==> config.mk <==
export PLATFORM = sky130hd
export DESIGN_NAME = async_fifo_rd_stream
export DESIGN_NICKNAME = d
export VERILOG_FILES = /design/src/rtl/async_fifo_pkg.sv /design/src/rtl/async_fifo_skid_buf.sv /design/src/rtl/async_fifo_rd_stream.sv
export SDC_FILE = /design/constraint.sdc
export NUM_CORES = 1
export LEC_CHECK = 0
export CORE_ASPECT_RATIO = 1.5
export CORE_MARGIN = 2
export CORE_UTILIZATION = 48
export CTS_CLUSTER_DIAMETER = 100
export DETAILED_ROUTE_END_ITERATION = 8
export GPL_TIMING_DRIVEN = 0
export PLACE_DENSITY = 0.81
export SETUP_SLACK_MARGIN = 0.2
export SYNTH_ARGS = -nofsm -noshare
export SYNTH_HDL_FRONTEND = slang
export SYNTH_SLANG_ARGS = --single-unit
==> constraint.sdc <==
create_clock -name rd_clk -period 2.1 [get_ports rd_clk]
set_input_delay 0.315 -clock rd_clk [delete_from_list [all_inputs] [get_ports rd_clk]]
set_output_delay 0.315 -clock rd_clk [all_outputs]
set_load 0.02 [all_outputs]
==> src/rtl/async_fifo_pkg.sv <==
// Shared constants and helpers for the async_fifo read-side stream adapter.
//   MAX_RD_LATENCY : largest supported FIFO read latency
//   MAX_SKID_DEPTH : largest supported skid buffer depth
//   clog2_min1     : ceil(log2(n)) clamped to at least 1, for counter/pointer widths
package async_fifo_pkg;

  localparam int unsigned MAX_RD_LATENCY = 3;
  localparam int unsigned MAX_SKID_DEPTH = 8;

  function automatic int unsigned clog2_min1(input int unsigned n);
    return (n <= 2) ? 1 : $clog2(n);
  endfunction

endpackage

==> src/rtl/async_fifo_skid_buf.sv <==
// Circular skid buffer for the async_fifo read stream adapter.
// Ports:
//   clk, rst        : clock, asynchronous active-high reset
//   clear           : synchronous discard of all entries (wins over push/pop)
//   push, push_data : write push_data at the write pointer
//   pop             : retire the head entry
//   head_data       : entry at the read pointer
//   valid           : registered "buffer not empty"
//   count           : number of stored entries
module async_fifo_skid_buf
  import async_fifo_pkg::*;
#(
  parameter int unsigned DATA_WIDTH = 8,
  parameter int unsigned DEPTH      = 3
) (
  input  logic                                clk,
  input  logic                                rst,
  input  logic                                clear,
  input  logic                                push,
  input  logic [DATA_WIDTH-1:0]               push_data,
  input  logic                                pop,
  output logic [DATA_WIDTH-1:0]               head_data,
  output logic                                valid,
  output logic [clog2_min1(DEPTH+1)-1:0]      count
);

  localparam int unsigned PtrW = clog2_min1(DEPTH);
  localparam int unsigned CntW = clog2_min1(DEPTH + 1);

  logic [DATA_WIDTH-1:0] mem_q [DEPTH];
  logic [PtrW-1:0]       wr_ptr_q, wr_ptr_d;
  logic [PtrW-1:0]       rd_ptr_q, rd_ptr_d;
  logic [CntW-1:0]       count_q, count_d;
  logic                  valid_q;

  // Pointers wrap modulo DEPTH, which need not be a power of two.
  function automatic logic [PtrW-1:0] ptr_inc(input logic [PtrW-1:0] p);
    return (p == PtrW'(DEPTH - 1)) ? '0 : p + PtrW'(1);
  endfunction

  always_comb begin
    wr_ptr_d = wr_ptr_q;
    rd_ptr_d = rd_ptr_q;
    count_d  = count_q;
    if (clear) begin
      wr_ptr_d = '0;
      rd_ptr_d = '0;
      count_d  = '0;
    end else begin
      if (push) wr_ptr_d = ptr_inc(wr_ptr_q);
      if (pop)  rd_ptr_d = ptr_inc(rd_ptr_q);
      if (push && !pop)      count_d = count_q + CntW'(1);
      else if (pop && !push) count_d = count_q - CntW'(1);
    end
  end

  always_ff @(posedge clk or posedge rst) begin
    if (rst) begin
      wr_ptr_q <= '0;
      rd_ptr_q <= '0;
      count_q  <= '0;
      valid_q  <= 1'b0;
      for (int i = 0; i < int'(DEPTH); i++) mem_q[i] <= '0;
    end else begin
      wr_ptr_q <= wr_ptr_d;
      rd_ptr_q <= rd_ptr_d;
      count_q  <= count_d;
      valid_q  <= (count_d != '0);
      if (push && !clear) mem_q[wr_ptr_q] <= push_data;
    end
  end

  assign head_data = mem_q[rd_ptr_q];
  assign valid     = valid_q;
  assign count     = count_q;

endmodule

==> src/rtl/async_fifo_rd_stream.sv <==
// Read-side adapter: async_fifo read port (rd_en/rd_data/empty) to valid/ready stream.
// Reads are issued only against free skid-buffer credits, so the fixed FIFO read
// latency is absorbed without ever overflowing the buffer.
// Ports:
//   rd_clk, rst    : read clock, asynchronous active-high reset
//   flush          : synchronous discard of buffered and in-flight words
//   fifo_empty     : FIFO empty flag
//   fifo_rd_data   : FIFO read data, valid RD_LATENCY edges after fifo_rd_en
//   fifo_rd_en     : FIFO read enable
//   m_valid/m_data : stream output, m_data is the skid buffer head
//   m_ready        : stream consumer ready
//   buf_count      : stored entries
//   inflight       : issued reads not yet captured
module async_fifo_rd_stream
  import async_fifo_pkg::*;
#(
  parameter int unsigned DATA_WIDTH = 8,
  parameter int unsigned RD_LATENCY = 1,
  parameter int unsigned SKID_DEPTH = 3
) (
  input  logic                                    rd_clk,
  input  logic                                    rst,
  input  logic                                    flush,
  input  logic                                    fifo_empty,
  input  logic [DATA_WIDTH-1:0]                   fifo_rd_data,
  output logic                                    fifo_rd_en,
  output logic                                    m_valid,
  output logic [DATA_WIDTH-1:0]                   m_data,
  input  logic                                    m_ready,
  output logic [clog2_min1(SKID_DEPTH+1)-1:0]     buf_count,
  output logic [clog2_min1(RD_LATENCY+2)-1:0]     inflight
);

  localparam int unsigned InflW = clog2_min1(RD_LATENCY + 2);

  logic [RD_LATENCY-1:0] pipe_q, pipe_d;
  logic [4:0]            credit_used;
  logic                  capture;
  logic                  pop;

  // Credits: everything stored plus everything still returning from the FIFO.
  always_comb begin
    credit_used = 5'(buf_count) + 5'(inflight);
    fifo_rd_en  = !rst && !flush && !fifo_empty && (credit_used < 5'(SKID_DEPTH));
  end

  always_comb begin
    pipe_d    = '0;
    pipe_d[0] = fifo_rd_en;
    for (int i = 1; i < int'(RD_LATENCY); i++) pipe_d[i] = pipe_q[i-1];
  end

  always_comb begin
    inflight = '0;
    for (int i = 0; i < int'(RD_LATENCY); i++) inflight = inflight + InflW'(pipe_q[i]);
  end

  // Flushing the pipe drops words already requested from the FIFO; they are lost.
  always_ff @(posedge rd_clk or posedge rst) begin
    if (rst) begin
      pipe_q <= '0;
    end else if (flush) begin
      pipe_q <= '0;
    end else begin
      pipe_q <= pipe_d;
    end
  end

  assign capture = pipe_q[RD_LATENCY-1];
  assign pop     = m_valid && m_ready;

  async_fifo_skid_buf #(
    .DATA_WIDTH (DATA_WIDTH),
    .DEPTH      (SKID_DEPTH)
  ) u_skid_buf (
    .clk       (rd_clk),
    .rst       (rst),
    .clear     (flush),
    .push      (capture),
    .push_data (fifo_rd_data),
    .pop       (pop),
    .head_data (m_data),
    .valid     (m_valid),
    .count     (buf_count)
  );

endmodule

==> run_results.csv <==
group,metric,value,unit
setup_path,crit_buf_inv,1,
setup_path,setup.worst_path.start_class,"flop",
logic_synthesis,synth_cells,125,
sta,max-slew-margin-rel,0.208,
die,die_w,50.6,µm
global_route,track_usage,0.181,
logic_synthesis,yosys.area.top_type,"dfrtp_1",
sta,hold_viol,0,
clock_network,clkLatencyLatePin,0.28,ns
die,num_io_pins,27,
placed_design,dpl.hpwl,2120,µm
clock_network,cts_buffers,5,
sta,rsz0062_at_grt,"true",
setup_path,crit_top_cell,"ha_2",
setup_path,cp_max_fo,6,
setup_path,arrival,1.76,ns
sta,slew_viol_final,0,
route,drt-initial-drc-count,14,
logic_synthesis,syn_area,1570,µm²
global_route,grt_pass1_wl,4860,µm
final_layout,fin_nets,171,
clock_network,cts_tree,"yes",
run,maxCapViolCount,0,
placed_design,port-buffer-count,24,
sta,min_period_over_period,0.988,
route,ant_nets,0,
global_route,grt_util_met1,0.179,
final_layout,syn_to_final_growth,25.3,%
power_and_ir_drop,finalPower,1.58,mW
die,core.rowCount,25,
power_and_ir_drop,p_int,1.14,mW
logic_synthesis,yosysWarnings,0,
min_path,hold_path.class,"in2reg",
global_route,grt_max_degree,33,
sta,fmax,0.482,GHz
route,wl_per_cell,15.0,µm
logic_synthesis,synth_nets,140,
clock_network,clockRootBuffer,"clkbuf_8",
status,status,"complete, no violations",
clock_network,postCtsSetupBuffers,0,
power_and_ir_drop,p_sw,0.436,mW
die,dieArea,3740,µm²
route,via_count,1043,
final_layout,mostFrequentLayoutCell,"dfrtp_1",
power_and_ir_drop,power_leakage,0.879,nW
setup_path,crit_family,"flip-flops",
clock_network,clkSinkCount,32,
setup_path,critPathMaxStageDelay,0.44,ns
route,wl,2960,µm
route,firstDrtPassIters,4,
placed_design,placed_cell_area,1870,µm²
power_and_ir_drop,powerDensity,804,nW/µm²
global_route,overflow,0,
placed_design,gp_congestion,0.647,
logic_synthesis,netlist.area_leader.share,0.512,
global_route,antenna_found_initial,0,
die,start_util,0.500,
clock_network,clk_pin_slew,0.06,ns
setup_path,crit_path_cell_trace,"ha_2 -> ha_2 -> or4_4 -> a21oi_4 -> buf_6",
logic_synthesis,netlist-cell-type-count,29,
die,core,3130,µm²
sta,skew,0.00465,ns
die,die_h,73.9,µm
sta,worst_pin_slew,1.19,ns
sta,fin_crit,2.08,ns
route,drcViolationCount,0,
power_and_ir_drop,seq_power_share,0.471,
power_and_ir_drop,combPwrFrac,0.227,
final_layout,antenna_cells,0,
setup_path,end_kind,"output pin",
setup_path,critical_path_required,1.78,ns
power_and_ir_drop,vdd_drop_max,0.483,mV
final_layout,mostFrequentLayoutCells,"31 x dfrtp_1, 25 x mux2_2, 15 x clkdlybuf4s50_1",
clock_network,clock_path_buffers,2,
final_layout,drive_gt1_frac,0.325,
sta,tns,0,ns
logic_synthesis,ys_seq_elements,32,
setup_path,slowest_stage,"dfrtp_2",
power_and_ir_drop,clkPwrFrac,0.302,
global_route,grt-busiest-layer,"met2",
global_route,grt_pass1_vias,1099,
logic_synthesis,synth.top_cells.by_area,"dfrtp_1 51%, mux2_2 18%, mux2i_1 8.3%",
route,viasPerCell,5.29,
power_and_ir_drop,swShare,0.277,
global_route,grt_util_met3,0.0562,
final_layout,final_cell_area,1960,µm²
global_route,grtUsageMet2,0.333,
logic_synthesis,ys_seq_area_frac,0.512,
placed_design,placedCellCount,189,
clock_network,htreeDepth,2,
setup_path,path_class,"reg2out",
final_layout,layout.cells.non_filler,197,
clock_network,ctsHoldBuffers,0,
logic_synthesis,syn_area_per_cell,12.5,µm²
sta,setup_viol,0,
sta,hold_slack,0.224,ns
state kept, by name, indices dropped and copies added, names as in the netlist:
signal               cells
u_skid_buf.mem_q        24
u_skid_buf.count         2
u_skid_buf.rd_ptr_q      2
u_skid_buf.wr_ptr_q      2
capture                  1
u_skid_buf.valid         1
repair_timing:
item                                   in CTS  in global routing
pin swaps                                   0                  0
endpoints found under the hold margin       0                  0
setup endpoints to repair                   9                  9
gates resized for setup                    17                 10
metal layers:
layer  vias to the layer above  share of wire
met1                       516           0.39
met4                         0          0.022
met3                         5          0.043
met5                         -              0
met2                        24           0.54
li1                        498              -
cell families after synthesis:
kind of cell,synth area share
mux,0.263
buf+inv,0.0320
other cells,0.00240
simple gates,0.127
compound gates,0.0480
fa+ha+maj,0.0160
flops,0.512
final timing paths:
kind                                       from                endpoint  slack [ns]  cells after the start
max in group asynchronous                   rst     u_skid_buf.count[0]        0.63                      2
setup / recovery            u_skid_buf.count[0]              fifo_rd_en        0.02                      5
hold / removal                            flush  u_skid_buf.rd_ptr_q[0]        0.22                      2
setup reg to reg                        capture     u_skid_buf.mem_q[5]        0.44                      4
hold reg to reg            u_skid_buf.mem_q[14]    u_skid_buf.mem_q[14]        0.51                      1
min in group asynchronous                   rst        u_skid_buf.valid        0.68                      2
power by group through the flow:
stage | Combinational [mW] | Clock, mW | Sequential [mW]
floorplan | 0.233 | 0 | 0.746
global placement | 0.381 | 0 | 0.745
detailed placement | 0.395 | 0 | 0.753
CTS | 0.364 | 0.493 | 0.742
global route | 0.386 | 0.518 | 0.753
finish | 0.357 | 0.476 | 0.742
synth_stat cells:
library cell	count
a211oi_1	1
and3b_1	1
a21boi_0	1
and2b_2	1
nor2b_1	1
buf_6	1
a21oi_1	3
nor3b_1	1
nor3_1	1
clkbuf_1	2
nand2b_4	1
nor3b_4	2
nor3_4	1
nand3b_1	1
dfrtp_1	32
nor2_1	6
or2_2	1
buf_2	1
inv_1	1
ha_1	2
conb_1	1
o21ai_0	9
or4_2	1
nand2_1	10
mux2i_1	13
mux2_2	25
buf_4	3
nor4_1	1
nand2b_1	1
stage by stage:
stage               setup slack, ns  utilization
floorplan                     0.339            -
global placement             -0.198        0.598
detailed placement           -0.232        0.598
CTS                         -0.0116        0.626
global route                -0.0266        0.627
finish                       0.0249        0.627
layout make-up:
cell class	instances	area (µm²)
tap	40	50.0
inverter	1	3.75
buffer	7	53.8
fill	273	1170
clock buffer	8	90.1
multi-input combinational	85	733
timing repair buffer	24	228
sequential	32	802
worst reg2reg max path, delay by kind of cell, from the launching register on:
family                 cells  cell delay [ns]
and+or+nand+nor            2             0.58
muxes                      1             0.40
DFF                        1             0.37
buffers and inverters      1             0.19
Power figures use the tool's default switching activity.
